===== src/rtl/hwag_coil_sched.sv =====
// Multi-channel ignition coil scheduler driven by the interpolated crank angle.
// Optional per-channel dwell time limit: define HWAG_COIL_DWELL_LIMIT_EN.
module hwag_coil_sched #(
  parameter int unsigned ACNT_WIDTH = 24,
  parameter int unsigned CHANNELS   = 4,
  parameter int unsigned MAX_ANGLE  = 3839,
  parameter int unsigned DWELL_MAX  = 500000
) (
  input  logic                        clk,
  input  logic                        rst,
  input  logic                        sync,
  input  logic [ACNT_WIDTH-1:0]       acnt,
  input  logic                        wr_ena,
  input  logic [$clog2(CHANNELS):0]   wr_addr,
  input  logic [ACNT_WIDTH-1:0]       wr_data,
  output logic                        wr_err,
  output logic [CHANNELS-1:0]         pending,
  output logic [CHANNELS-1:0]         coil_out,
  output logic [CHANNELS-1:0]         fault_out
);

  localparam int unsigned CH_W = (CHANNELS > 1) ? $clog2(CHANNELS) : 1;

  typedef enum logic {
    OFF   = 1'b0,
    DWELL = 1'b1
  } coil_state_e;

  logic [ACNT_WIDTH-1:0] acnt_prev;
  logic [ACNT_WIDTH-1:0] set_sh    [CHANNELS];
  logic [ACNT_WIDTH-1:0] rst_sh    [CHANNELS];
  logic [ACNT_WIDTH-1:0] set_act   [CHANNELS];
  logic [ACNT_WIDTH-1:0] rst_act   [CHANNELS];
  logic [ACNT_WIDTH-1:0] set_eff_c [CHANNELS];
  logic [ACNT_WIDTH-1:0] rst_eff_c [CHANNELS];
  coil_state_e           state_q   [CHANNELS];
  coil_state_e           state_d   [CHANNELS];

  logic                  step_c;
  logic                  wrap_c;
  logic                  wr_ok_c;
  logic [CH_W-1:0]       wr_ch;
  logic                  wr_sel;
  logic [CHANNELS-1:0]   wr_hit_c;
  logic [CHANNELS-1:0]   limit_c;

  // A held angle is not an event; every angle event is qualified by a change.
  assign step_c  = sync & (acnt != acnt_prev);
  assign wrap_c  = step_c & (acnt == '0);
  assign wr_ch   = CH_W'(wr_addr >> 1);
  assign wr_sel  = wr_addr[0];
  assign wr_ok_c = wr_ena & (wr_data <= ACNT_WIDTH'(MAX_ANGLE)) & (32'(wr_ch) < CHANNELS);

  always_comb begin
    wr_hit_c = '0;
    for (int i = 0; i < CHANNELS; i++) begin
      wr_hit_c[i] = wr_ok_c & (wr_ch == CH_W'(i));
    end
  end

  // Host shadow registers, wrap-time load into active, pending flags.
  always_ff @(posedge clk or negedge rst) begin
    if (!rst) begin
      acnt_prev <= '0;
      wr_err    <= 1'b0;
      pending   <= '0;
      for (int i = 0; i < CHANNELS; i++) begin
        set_sh[i]  <= '0;
        rst_sh[i]  <= '0;
        set_act[i] <= '0;
        rst_act[i] <= '0;
      end
    end else begin
      acnt_prev <= acnt;
      wr_err    <= wr_ena & ~wr_ok_c;
      for (int i = 0; i < CHANNELS; i++) begin
        if (wrap_c && pending[i]) begin
          set_act[i] <= set_sh[i];
          rst_act[i] <= rst_sh[i];
        end
        if (wr_hit_c[i]) begin
          if (wr_sel) rst_sh[i] <= wr_data;
          else        set_sh[i] <= wr_data;
        end
        // A write coincident with wrap stays pending for the following wrap.
        pending[i] <= (pending[i] & ~wrap_c) | wr_hit_c[i];
      end
    end
  end

  // Events on a load cycle compare against the values being loaded.
  always_comb begin
    for (int i = 0; i < CHANNELS; i++) begin
      set_eff_c[i] = set_act[i];
      rst_eff_c[i] = rst_act[i];
      if (wrap_c && pending[i]) begin
        set_eff_c[i] = set_sh[i];
        rst_eff_c[i] = rst_sh[i];
      end
    end
  end

  always_ff @(posedge clk or negedge rst) begin
    if (!rst) begin
      for (int i = 0; i < CHANNELS; i++) state_q[i] <= OFF;
    end else begin
      for (int i = 0; i < CHANNELS; i++) state_q[i] <= state_d[i];
    end
  end

  always_comb begin
    for (int i = 0; i < CHANNELS; i++) begin
      state_d[i] = state_q[i];
      if (!sync) begin
        state_d[i] = OFF;
      end else begin
        case (state_q[i])
          OFF: begin
            if (step_c && (acnt == set_eff_c[i]) && (set_eff_c[i] != rst_eff_c[i]))
              state_d[i] = DWELL;
          end
          DWELL: begin
            if ((step_c && (acnt == rst_eff_c[i])) || limit_c[i])
              state_d[i] = OFF;
          end
          default: state_d[i] = OFF;
        endcase
      end
    end
  end

  always_comb begin
    coil_out = '0;
    for (int i = 0; i < CHANNELS; i++) begin
      coil_out[i] = (state_q[i] == DWELL);
    end
  end

`ifdef HWAG_COIL_DWELL_LIMIT_EN
  localparam int unsigned CNT_W = $clog2(DWELL_MAX + 1);

  logic [CNT_W-1:0]    dwell_cnt [CHANNELS];
  logic [CHANNELS-1:0] fault_q;

  // Limit fires in the DWELL_MAX-th cycle of dwell, so the coil is high for exactly DWELL_MAX clocks.
  always_comb begin
    limit_c = '0;
    for (int i = 0; i < CHANNELS; i++) begin
      limit_c[i] = (state_q[i] == DWELL) && (dwell_cnt[i] == CNT_W'(DWELL_MAX - 1));
    end
  end

  always_ff @(posedge clk or negedge rst) begin
    if (!rst) begin
      fault_q <= '0;
      for (int i = 0; i < CHANNELS; i++) dwell_cnt[i] <= '0;
    end else begin
      for (int i = 0; i < CHANNELS; i++) begin
        if ((state_q[i] == DWELL) && (state_d[i] == DWELL))
          dwell_cnt[i] <= dwell_cnt[i] + CNT_W'(1);
        else
          dwell_cnt[i] <= '0;
        if (limit_c[i])
          fault_q[i] <= 1'b1;
        else if (wr_hit_c[i])
          fault_q[i] <= 1'b0;
      end
    end
  end

  assign fault_out = fault_q;
`else
  assign limit_c   = '0;
  assign fault_out = '0;
`endif

endmodule


===== config.mk =====
export PLATFORM = sky130hd
export DESIGN_NAME = hwag_coil_sched
export DESIGN_NICKNAME = d
export VERILOG_FILES = /design/src/rtl/hwag_coil_sched.sv
export SDC_FILE = /design/constraint.sdc
export NUM_CORES = 1
export LEC_CHECK = 0
export CAP_MARGIN = 30
export CORE_MARGIN = 4
export CORE_UTILIZATION = 45
export CTS_BUF_LIST = sky130_fd_sc_hd__clkbuf_4 sky130_fd_sc_hd__clkbuf_8 sky130_fd_sc_hd__clkbuf_16
export CTS_CLUSTER_DIAMETER = 150
export DETAILED_ROUTE_END_ITERATION = 12
export PLACE_DENSITY = 0.71
export SYNTH_ARGS = -nofsm -noshare
export SYNTH_HDL_FRONTEND = slang
export SYNTH_SLANG_ARGS = --single-unit

===== constraint.sdc =====
create_clock -name clk -period 5.7 [get_ports clk]
set_input_delay 1.14 -clock clk [delete_from_list [all_inputs] [get_ports clk]]
set_output_delay 1.14 -clock clk [all_outputs]
set_load 0.03 [all_outputs]

==> flow_summary.ini, run 1 <==
[clock_network]
postCtsHoldBufs = 0
cts_tree = yes
cts_buffer_depth = 3
cts_buffers = 46
path_clk_slew_ns = 0.06
clk_latency_ns = 0.59
cts_root_buf = clkbuf_16
cts_sinks = 417
cts_setup_buffers = 0
cts_resized = 0
htree_levels = 2

[global_routing]
grt_max_degree = 123
antenna_found_initial = 3
grt_usage_pct = 29.96
grt_first_pass_wirelength_um = 112500
grt.overflow.total = 0
grt_pass1_vias = 16690

[die]
core_region_area_mm2 = 0.04577
rows = 78
die_w_um = 224.2
die-area_mm2 = 0.05027
start_util_pct = 45.95
die_h_um = 224.2
io_pins = 68

[synth]
synth_flop_cell = dfrtp_1
ys_types = 70
ys_warn_count = 0
synth_area_leaders = dfrtp_1 50%, mux2_2 7.9%, xnor2_1 7.6%
yosys.area.top_type = dfrtp_1
netlist_area_mm2 = 0.02103
synth.top_cell.area_share_pct = 49.61
synth_seq_cells = 417
async_reset_ff_share_pct = 100.0
ys_seq_area_share_pct = 49.61
synth_edf_count = 0
synth.avg_cell_area_um2 = 10.48
synthCells = 2008

[power_and_ir_drop]
power_mw = 6.505
power_leakage_nw = 11.86
power_per_cell_area_mw_per_mm2 = 268.1
ir_drop_uv = 214.7

[drt]
vias = 16430
drtPass1Iterations = 7
wl_um = 75690
routed_via_density = 6.011
first_iter_violations = 1982
final_antenna_net_count = 0
drc = 0
post_drt_wl_per_cell_um = 27.69

[hold_path]
min_path_type = flop to flop

[placement]
dp.cells = 2647
port_buffers = 63
hpwl_um = 54480
place.gp.congestion = 0.9927

[sta]
final.min_clock_period_ns = 4.356
setup_viol = 0
finClkSkew_ns = 0.01485
clock.fmax_mhz = 229.5
fin_crit_sh_pct = 76.43
rsz0062_at_grt = no
hold_violations = 0
timing.hold.ws_ns = 0.5401
fin_tns_setup_ns = 0
tightest_slew_ns = 1.004
slew_viol_final = 0
slew_headroom_pct = 32.99

[finish]
synthToLayoutAreaGrowth_pct = 15.35
final_net_count = 2151
fin_cells = 2733
multi_input_area_mm2 = 0.009948
n_antenna_cell = 0
final_layout_size_suffix_gt1_share_pct = 15.42
fillers = 4064
seqCellArea_mm2 = 0.01044

[worst_setup_path]
required_ns = 6.17
end_kind = flop
worstPathMaxFanout = 29
worstPathArrival_ns = 4.83
crit_path_start_kind = primary input
worstSetupPathType = primary input to flop

[run]
max_cap_violations = 0

[run_status]
outcome = finished, final reports clean
[layout by cell type (no fill, tap or decap), types with 14 or more instances in the layout]
cell type / netlist / routed
xnor2_1: 183 / 183
xor2_1: 160 / 160
and2_1: 43 / 43
nor2_1: 29 / 27
clkbuf_16: 0 / 49
nor2b_1: 47 / 46
clkdlybuf4s50_1: 0 / 62
nor4_1: 68 / 68
dfrtp_1: 417 / 417
o2bb2ai_1: 16 / 16
o21ai_0: 35 / 35
nand3_1: 22 / 22
a221oi_1: 14 / 14
nand2_1: 387 / 387
inv_1: 55 / 55
nor3_1: 19 / 18
a22o_1: 16 / 16
a21oi_1: 16 / 16
mux2_2: 147 / 147
o22ai_1: 33 / 33
nand4_1: 53 / 53
buf_4: 9 / 70
[worst max-delay path, stage by stage]
cell	delay [ns]
clkdlybuf4s50_1	0.65
nor4_4	0.42
nand4_4	0.29
a2111oi_4	0.50
buf_4	0.40
mux2_2	0.39
nand2_1	0.09
o21ai_0	0.10
or4b_1	0.53
o311a_1	0.30
[worst paths after layout]
check	end	startpoint	slack (ns)	cells past startpoint
min in group asynchronous	set_act[19]	rst	0.59	1
worst max register to register	coil_out[2]	acnt_prev[18]	2.25	11
worst min register to register	rst_sh[45]	rst_sh[45]	0.54	1
worst min-delay path	rst_sh[45]	rst_sh[45]	0.54	1
max in group asynchronous	set_sh[76]	rst	3.87	2
worst max-delay path	coil_out[3]	acnt[17]	1.34	10
[routing by layer]
| metal | global-route usage, % | share of wire (%) | vias to the layer above |
|---|---|---|---|
| li1 | - | - | 7096 |
| met1 | 42.28 | 43 | 8321 |
| met2 | 45.27 | 44 | 829 |
| met3 | 5.792 | 8.3 | 183 |
| met4 | 13.16 | 5.0 | 0 |
| met5 | 0 | 0 | - |
[sequential cells by signal, indices dropped and copies added, names as in the netlist]
register   flops
acnt_prev     24
wr_err         1
coil_out       4
rst_sh        96
rst_act       96
set_act       96
pending        4
set_sh        96
[Yosys cell counts, drive strengths merged, types with 7 or more instances]
cell / n
a222oi: 8
o2bb2ai: 16
a22o: 16
nor4: 74
o22ai: 33
nor2b: 47
nor2: 30
a22oi: 13
inv: 55
clkbuf: 60
o221ai: 13
nand3: 23
and2: 43
buf: 43
a221oi: 14
nand4: 54
o211ai: 12
xor2: 160
a2111oi: 7
mux2i: 10
nand2: 387
o21ai: 38
xnor2: 183
dfrtp: 417
mux2: 151
a21oi: 16
nor3: 20
[area by class of cell]
type                       instances  share of cell area (%)
timing repair buffer             140                   5.394
tap                              600                   3.094
clock inverter                    11                  0.4538
clock buffer                      74                   6.137
inverter                          59                  0.9127
sequential                       417                   43.01
multi-input combinational       1432                   41.00
[kinds of logic after synthesis]
family / Yosys count / synth area share (%)
and+or+nand+nor: 701 / 16.28
DFF: 417 / 49.61
xor gates and xnor gates: 343 / 14.28
AOI/OAI and AO/OA: 223 / 8.013
buffers and inverters: 162 / 3.236
muxes: 161 / 8.560
other: 1 / 0.01783
[where the power goes]
part	switching, mW	internal, mW
Combinational	0.283	0.120
Clock	1.25	1.88
Sequential	0.00563	2.97
Total	1.54	4.97
[stage by stage]
stage	setup WS (ns)	util, %	cell area, µm²
2_1_floorplan	1.738	-	21050
3_3_place_gp	0.8959	49.46	22640
3_5_place_dp	0.8113	49.46	22640
4_1_cts	1.405	52.95	24240
5_1_grt	1.180	53.01	24260
6_report	1.344	53.01	24260
Note: power is estimated with default switching activity, not from simulation.
==> run 2: changes to the inputs <==
Settings changed: PLACE_DENSITY 0.71 to 0.73.
Clock period 5.7 ns to 3.7 ns, I/O delays scaled along.
==> run 2 against run 1 <==
Effect of this change:
- die area is the same
- utilization grew 2.1 points
- count of clock-buffer cells in the layout shrank 6
- highest routed layer unchanged
- combinational power grew 73%
- sequential cell count is the same
- total power grew 52%
- routed wire length grew 4.0%
- cell count grew 4.2%
==> flow_summary.ini, run 2 (synthesized netlist as in run 1, its figures left out) <==
[worst_setup_path]
critPathLaunch = acnt[22]
worstPathMaxFanout = 3
crit_path_start_kind = primary input
slowest_delay_ns = 0.56
end_kind = flop
crit_path_top_delay_cell = clkdlybuf4s50_1
worstSetupPathType = primary input to flop
r2r_start = acnt_prev[22]
path_cells = clkdlybuf4s50_1, xor2_1, nor4_2, buf_4, and4_1, a2111oi_4, mux2_2, o2bb2ai_1, a2111oi_0, or4b_1, o311a_1
worstPathArrival_ns = 4.06
required_ns = 4.18

[power_and_ir_drop]
combPwrFrac_pct = 7.1
seqPwrFrac_pct = 46.5
switching_share_pct = 23.90
power_mw = 9.869
internal-power_mw = 7.510
ir_drop_uv = 427.0
clkPwrFrac_pct = 46.5
power_leakage_nw = 12.43
power_per_cell_area_mw_per_mm2 = 391.2
switchingPower_mw = 2.359

[finish]
final_common_cell = dfrtp_1
fin_cells = 2849
synthToLayoutAreaGrowth_pct = 19.93
layout_common_cells = 417 x dfrtp_1, 387 x nand2_1, 185 x buf_4
final_net_count = 2274
final_layout_size_suffix_gt1_share_pct = 20.11

[sta]
slew_viol_final = 0
timing.hold.ws_ns = 0.1711
final.min_clock_period_ns = 3.578
finClkSkew_ns = 0.01457
hold_violations = 0
fin_crit_sh_pct = 96.71
tightest_slew_ns = 0.7617
clock.fmax_mhz = 279.5
fin_tns_setup_ns = 0
slew_headroom_pct = 49.06
finalWorstSetupSlack_ns = 0.1218
setup_viol = 0

[clock_network]
cts_buffer_depth = 3
htree_levels = 2
path_clk_slew_ns = 0.06
cts_tree = yes
cts_buffers = 46
cts_sinks = 417
clk_latency_ns = 0.60
postCtsHoldBufs = 0
cts_root_buf = clkbuf_16

[placement]
port_buffers = 63
dp.cells = 2770
place.gp.congestion = 1.031
pre_cts_slack_ns = -0.5256
hpwl_um = 58720

[die]
die-area_mm2 = 0.05027
die_h_um = 224.2
rows = 78
core_region_area_mm2 = 0.04577
start_util_pct = 45.95
die_w_um = 224.2
io_pins = 68

[global_routing]
grt.overflow.total = 0
busiest_layer = met2
grt_first_pass_wirelength_um = 116900
use_met2_pct = 48.34
grt_pass1_vias = 17270
antenna_found_initial = 2
gr-usage-met1_pct = 42.86
grt_usage_pct = 31.27
grt_util_met3_pct = 6.028
grt_max_degree = 92

[drt]
drc = 0
first_iter_violations = 1741
wl_um = 78700
routed_via_density = 5.882
final_antenna_net_count = 0
vias = 16760
drtPass1Iterations = 8
post_drt_wl_per_cell_um = 27.62

[hold_path]
min_path_type = primary input to asynchronous set/reset pin

[run]
max_cap_violations = 0

[run_status]
outcome = finished, final reports clean
## run 2: changes by cell type in the layout (fill, tap and decap cells not counted), moves of 2 or more
| cell | change |
|---|---|
| buf_12 | +8 |
| buf_4 | +115 |
| clkbuf_4 | -2 |
| clkbuf_8 | -4 |
| clkinvlp_4 | -2 |
| nor4_1 | -6 |
| nor4_2 | +5 |
## run 2: area by class of cell
type / instances / area (µm²)
Antenna cell: 1 / 2.502
Tap cell: 600 / 750.7
Fill cell: 4005 / 20550
Clock buffer: 68 / 1419
Inverter: 59 / 221.5
Clock inverter: 9 / 70.07
Sequential cell: 417 / 10440
Timing Repair Buffer: 263 / 2316
Multi-Input combinational cell: 1432 / 10010
## run 2: critical path, delay by kind of cell
kind                      cells  cell delay [ns]
and+or+nand+nor               3             0.81
muxes                         1             0.39
xor gates and xnor gates      1             0.22
buffers and inverters         2             0.70
AOI/OAI and AO/OA             4             1.20
## run 2: power groups by stage
stage	Sequential, mW	Combinational [mW]	Clock (mW)
3_5_place_dp	4.67	0.679	0
4_1_cts	4.59	0.682	4.66
2_1_floorplan	4.67	0.233	0
5_1_grt	4.58	0.732	4.84
3_3_place_gp	4.67	0.676	0
6_report	4.59	0.696	4.59
## run 2: metrics by stage
step / utilization [%] / cell area (µm²)
after global placement: 51.66 / 23650
final: 55.11 / 25230
after CTS: 54.92 / 25140
after detailed placement: 51.66 / 23650
after global routing: 55.11 / 25220
after floorplan: - / 21050
## run 2: timing repair
action                     in CTS  in global routing
hold endpoints to repair        0                  0
buffers inserted                0                  1
gates resized for setup         0                 11
setup endpoints to repair       0                  3
## run 2: final timing paths
path | slack, ns | end | depth (start not counted)
max | 0.12 | coil_out[3] | 11
min | 0.17 | rst_sh[12] | 1
max reg2reg | 0.46 | coil_out[3] | 10
min reg2reg | 0.53 | rst_act[76] | 2
max in group asynchronous | 2.58 | rst_sh[53] | 2
min in group clk | 0.53 | rst_act[76] | 2
## run 2: layer usage
metal  share of wire (%)  up-vias  wire, µm
met5                   0        -         0
met4                 5.4        0      4273
met3                 7.7      228      6023
met2                  44      748     34990
met1                  42     8457     33410
li1                    -     7325         -
